==> config.mk <==
export PLATFORM = sky130hd
export DESIGN_NAME = channel_buffer
export DESIGN_NICKNAME = d
export VERILOG_FILES = /design/src/rtl/chan_pkg.sv /design/src/rtl/sat_counter.sv /design/src/rtl/channel_buffer.sv
export SDC_FILE = /design/constraint.sdc
export NUM_CORES = 1
export LEC_CHECK = 0
export ABC_AREA = 1
export CAP_MARGIN = 20
export CORE_UTILIZATION = 50
export DETAILED_ROUTE_END_ITERATION = 7
export MAX_ROUTING_LAYER = met4
export PLACE_DENSITY = 0.74
export SLEW_MARGIN = 10
export SYNTH_ARGS = -nofsm -noshare
export SYNTH_HDL_FRONTEND = slang
export SYNTH_SLANG_ARGS = --single-unit
==> constraint.sdc <==
create_clock -name clk -period 2 [get_ports clk]
set_input_delay 0.3 -clock clk [delete_from_list [all_inputs] [get_ports clk]]
set_output_delay 0.3 -clock clk [all_outputs]
set_load 0.01 [all_outputs]
==> src/rtl/chan_pkg.sv <==
// Shared constants for the four-channel packet path.
// Build option: CHANNEL_BUFFER_UNDERFLOW_EN adds underflow statistics.
package chan_pkg;

    localparam int DATA_W       = 12;
    localparam int DEPTH        = 4;
    localparam int CNT_W        = 3;
    localparam int STAT_W       = 16;
    localparam int NUM_CHANNELS = 4;

    localparam logic [1:0] CH_ID0 = 2'b00;
    localparam logic [1:0] CH_ID1 = 2'b01;
    localparam logic [1:0] CH_ID2 = 2'b10;
    localparam logic [1:0] CH_ID3 = 2'b11;

endpackage

==> src/rtl/sat_counter.sv <==
// Saturating event counter; holds at all-ones instead of wrapping.
// Build option: none.
module sat_counter #(
    parameter int W = 16
) (
    input  logic         clk,
    input  logic         rst_n,
    input  logic         inc,
    output logic [W-1:0] count
);

    logic [W-1:0] cnt;
    logic [W-1:0] cnt_nxt;

    // Next value: step by one unless already at the ceiling.
    always_comb begin
        cnt_nxt = cnt;
        if (inc && (cnt != '1)) begin
            cnt_nxt = cnt + W'(1);
        end
    end

    // Counter register, reloaded every cycle.
    always_ff @(posedge clk or negedge rst_n) begin
        if (!rst_n) begin
            cnt <= '0;
        end else begin
            cnt <= cnt_nxt;
        end
    end

    assign count = cnt;

endmodule

==> src/rtl/channel_buffer.sv <==
// Per-channel packet queue feeding the output reader.
// Build option: CHANNEL_BUFFER_UNDERFLOW_EN adds underflow/underflow_seen.
module channel_buffer #(
    parameter int DATA_W = chan_pkg::DATA_W,
    parameter int DEPTH  = chan_pkg::DEPTH,
    parameter int CNT_W  = chan_pkg::CNT_W,
    parameter int STAT_W = chan_pkg::STAT_W
) (
    input  logic              clk,
    input  logic              rst_n,
    input  logic              push,
    input  logic [DATA_W-1:0] push_data,
    input  logic              rd_sel,
    output logic [DATA_W-1:0] head_data,
    output logic [CNT_W-1:0]  occupancy,
    output logic              full,
    output logic              empty,
    output logic              pop_ack,
`ifdef CHANNEL_BUFFER_UNDERFLOW_EN
    output logic [STAT_W-1:0] underflow,
    output logic              underflow_seen,
`endif
    output logic [STAT_W-1:0] received,
    output logic [STAT_W-1:0] dropped
);

    localparam int PW = $clog2(DEPTH);
    localparam logic [CNT_W-1:0] FULL_CNT = CNT_W'(DEPTH);

    logic [DATA_W-1:0] mem [DEPTH];
    logic [PW-1:0]     wr_ptr;
    logic [PW-1:0]     rd_ptr;
    logic [CNT_W-1:0]  occ;
    logic              rd_sel_q;

    logic pop_req;
    logic do_pop;
    logic do_push;
    logic do_drop;

    assign full  = (occ == FULL_CNT);
    assign empty = (occ == '0);

    // Pop decision uses the pre-cycle count; a full queue takes a
    // push in the same cycle that a pop frees a slot.
    always_comb begin
        pop_req = rd_sel & ~rd_sel_q;
        do_pop  = pop_req & ~empty;
        do_push = push & (~full | do_pop);
        do_drop = push & full & ~do_pop;
    end

    // Select edge detector and retire strobe.
    always_ff @(posedge clk or negedge rst_n) begin
        if (!rst_n) begin
            rd_sel_q <= 1'b0;
            pop_ack  <= 1'b0;
        end else begin
            rd_sel_q <= rd_sel;
            pop_ack  <= do_pop;
        end
    end

    // Circular storage and pointers.
    always_ff @(posedge clk or negedge rst_n) begin
        if (!rst_n) begin
            for (int i = 0; i < DEPTH; i++) begin
                mem[i] <= '0;
            end
            wr_ptr <= '0;
            rd_ptr <= '0;
        end else begin
            if (do_push) begin
                mem[wr_ptr] <= push_data;
                wr_ptr      <= wr_ptr + PW'(1);
            end
            if (do_pop) begin
                rd_ptr <= rd_ptr + PW'(1);
            end
        end
    end

    // Registered occupancy count.
    always_ff @(posedge clk or negedge rst_n) begin
        if (!rst_n) begin
            occ <= '0;
        end else begin
            case ({do_push, do_pop})
                2'b10:   occ <= occ + CNT_W'(1);
                2'b01:   occ <= occ - CNT_W'(1);
                default: occ <= occ;
            endcase
        end
    end

    assign occupancy = occ;
    assign head_data = empty ? '0 : mem[rd_ptr];

    sat_counter #(.W(STAT_W)) u_received (
        .clk   (clk),
        .rst_n (rst_n),
        .inc   (do_push),
        .count (received)
    );

    sat_counter #(.W(STAT_W)) u_dropped (
        .clk   (clk),
        .rst_n (rst_n),
        .inc   (do_drop),
        .count (dropped)
    );

`ifdef CHANNEL_BUFFER_UNDERFLOW_EN
    logic do_under;
    assign do_under = pop_req & empty;

    sat_counter #(.W(STAT_W)) u_underflow (
        .clk   (clk),
        .rst_n (rst_n),
        .inc   (do_under),
        .count (underflow)
    );

    // Sticky flag: set on first underflow, cleared only by reset.
    always_ff @(posedge clk or negedge rst_n) begin
        if (!rst_n) begin
            underflow_seen <= 1'b0;
        end else if (do_under) begin
            underflow_seen <= 1'b1;
        end
    end
`else
    logic unused_under;
    assign unused_under = pop_req & empty;
`endif

endmodule

==> metrics.txt <==
Site Rows 35; CP required 1700 ps; worst min path class input pin to asynchronous set/reset pin; Placed Cells incl. Taps 791; vias in the first global route 4,029; leakage power 2.68 nW; Syn Nets 636; most common library cells after synthesis nand2_1 (193), dfrtp_1 (89), nor2_1 (89), inv_1 (51), o21ai_0 (50); Finish-stage setup viols 0; CTS Buf Count 9; wire per inst 13.2 um; filler cell count 805; max-cap viol count 0; Final ANT Viol Nets 0; Antenna Cells 0; WL final 10,700 um; multi-input logic area 2130 um^2; library cells used by synthesis 28; Final #Nets 722; Hold Fails Final Rpt 0; largest fanout on the critical path 4; ys async rst share 100%; Worst-path clk slew 100 ps; drc violations 0; CP Capture Type primary output; grt ovf 0; Initial Util 51.3%; placed inst area 5540 um^2; clk root buf clkbuf_8; status finished clean; FF+latch area 2230 um^2; Top FF cell, synth dfrtp_1; clock buffer depth 2; setup_tns 0 ps; largest net degree at the start of global routing 36; mean area per synthesized cell 7.71 um^2; Worst Skew 22.4 ps; fin crit period 1930 ps; Ys Warns 0; Non-Filler Instances 813; GRT Util Overall 24.2%; hold_ws 429 ps; peak supply drop 603 uV; H-tree levels 3; fmax 518 MHz; Post-Syn Area 4720 um^2; register bit total from synthesis 89; Max Slew Vio Count 0; worst rel slew slack 67.5%; initial antenna violation count 0; drt first pass iters 7; Detail Placement HPWL 7410 um; worst slew pin tran 487 ps; Die W 99.2 um; TritonCTS clock tree yes; top-area cell type share of the netlist area 47.2%; top-count cell post-synth nand2_1; Vias/cell 5.09; EDFF count, synth 0; Post-Syn Instances 612; pwr/cell area 1290 nW/um^2; Synth area leaders dfrtp_1 (47%), nand2_1 (15%), nor2_1 (7.1%), o21ai_0 (5.3%), inv_1 (4.1%); Die H 99.2 um; Tcrit/Tclk final 96.6%; kind of critical path flop to primary output; first-pass GRT wire length 18,300 um; Design Area, Final 5770 um^2; CP startpoint kind flop; vias post-DR 4,141; setup ws final 68.5 ps; DR iter-0 viols 119; GP Congestion 0.887; pre-CTS setup slack -162 ps; IO buf count 65; RSZ-0062 raised after global routing yes; Core ar. 9200 um^2; die area 9830 um^2; worst skew pair latency 370 ps; Syn-to-layout area delta 22.1%; Ports 66; Sink Count 89; post-synth top area cell dfrtp_1; Seq/Total Area, Yosys 47.2%; share of layout cells above drive strength 1 10.7%; Critical Path AT 1630 ps
power by group:
group / switching [mW] / total [mW] / internal, mW
Sequential: 0.446 / 2.86 / 2.42
Clock: 0.674 / 1.13 / 0.460
Combinational: 1.89 / 3.44 / 1.55
Total: 3.01 / 7.43 / 4.43
per-layer routing:
metal / up-vias / routed length (um) / global-route usage, %
li1: 2108 / - / -
met1: 1915 / 4840 / 29.8
met2: 100 / 5230 / 40.2
met3: 18 / 425 / 3.30
met4: 0 / 206 / 10.1
met5: - / 0 / -
logic make-up after synthesis:
group,share of synthesized area (%)
AOI/OAI and AO/OA,10.5
xor gates and xnor gates,2.78
adders and majority gates,2.28
buffers and inverters,8.14
DFF,47.2
and+or+nand+nor,29.1
area by class of cell:
class	count	area share [%]
multi-input cells	448	36.9
repair buffers	96	15.5
flip-flops and latches	89	38.7
inverters	54	3.58
clock inverters	6	0.868
clock buffers	9	2.15
well taps	111	2.41
what timing repair did:
| action | 4_1_cts | 5_1_grt |
|---|---|---|
| resized for setup | 27 | 26 |
| hold buffers | 1 | 0 |
| endpoints found under the setup margin | 14 | 13 |
| gates cloned | 0 | 0 |
| pin swaps | 0 | 6 |
| endpoints found under the hold margin | 32 | 0 |
| buffers inserted | 3 | 3 |
flip-flops by register name, summed over array words and instances, names as in the netlist:
signal	flops
mem	48
rd_ptr	2
rd_sel_q	1
pop_ack	1
wr_ptr	2
occupancy	3
u_received.count	16
u_dropped.count	16
placed cells by master, fill, tap and decap left out, types with 9 or more instances in the layout:
cell / netlist / routed
a21oi_1: 13 / 13
buf_4: 2 / 24
clkbuf_8: 1 / 9
clkdlybuf4s50_1: 0 / 50
dfrtp_1: 89 / 88
inv_1: 51 / 49
nand2_1: 193 / 193
nand3_1: 20 / 20
nand4_1: 13 / 13
nor2_1: 89 / 86
o21ai_0: 50 / 46
o21ai_1: 36 / 40
xnor2_1: 12 / 12
final timing paths:
kind,from,endpoint,slack (ps),cells past startpoint
setup / recovery,rd_ptr[1]$_DFFE_PN0P_,head_data[11],70,6
hold / removal,rst_n,mem[31]$_DFFE_PN0P_,430,2
setup reg to reg,occupancy[2]$_DFFE_PN0P_,occupancy[2]$_DFFE_PN0P_,190,10
hold reg to reg,mem[2]$_DFFE_PN0P_,mem[2]$_DFFE_PN0P_,490,2
max in group asynchronous,rst_n,rd_ptr[0]$_DFFE_PN0P_,930,3
min in group clk,rd_sel,rd_sel_q$_DFF_PN0_,450,1
per-stage QoR:
stage / power, mW / util (%)
finish: 7.43 / 62.7
global route: 8.02 / 62.7
CTS: 7.40 / 62.5
detailed placement: 6.34 / 60.3
global placement: 6.19 / 60.3
floorplan: 4.90 / -
worst max-delay path, cell delays in order, from the launching register on:
cell and delay, ps:
dfrtp_1 410, clkinvlp_4 160, buf_6 150, nor2_1 80
o21ai_0 80, a21oi_1 110, dlygate4sd2_1 280
(Power assumes the default switching activity.)
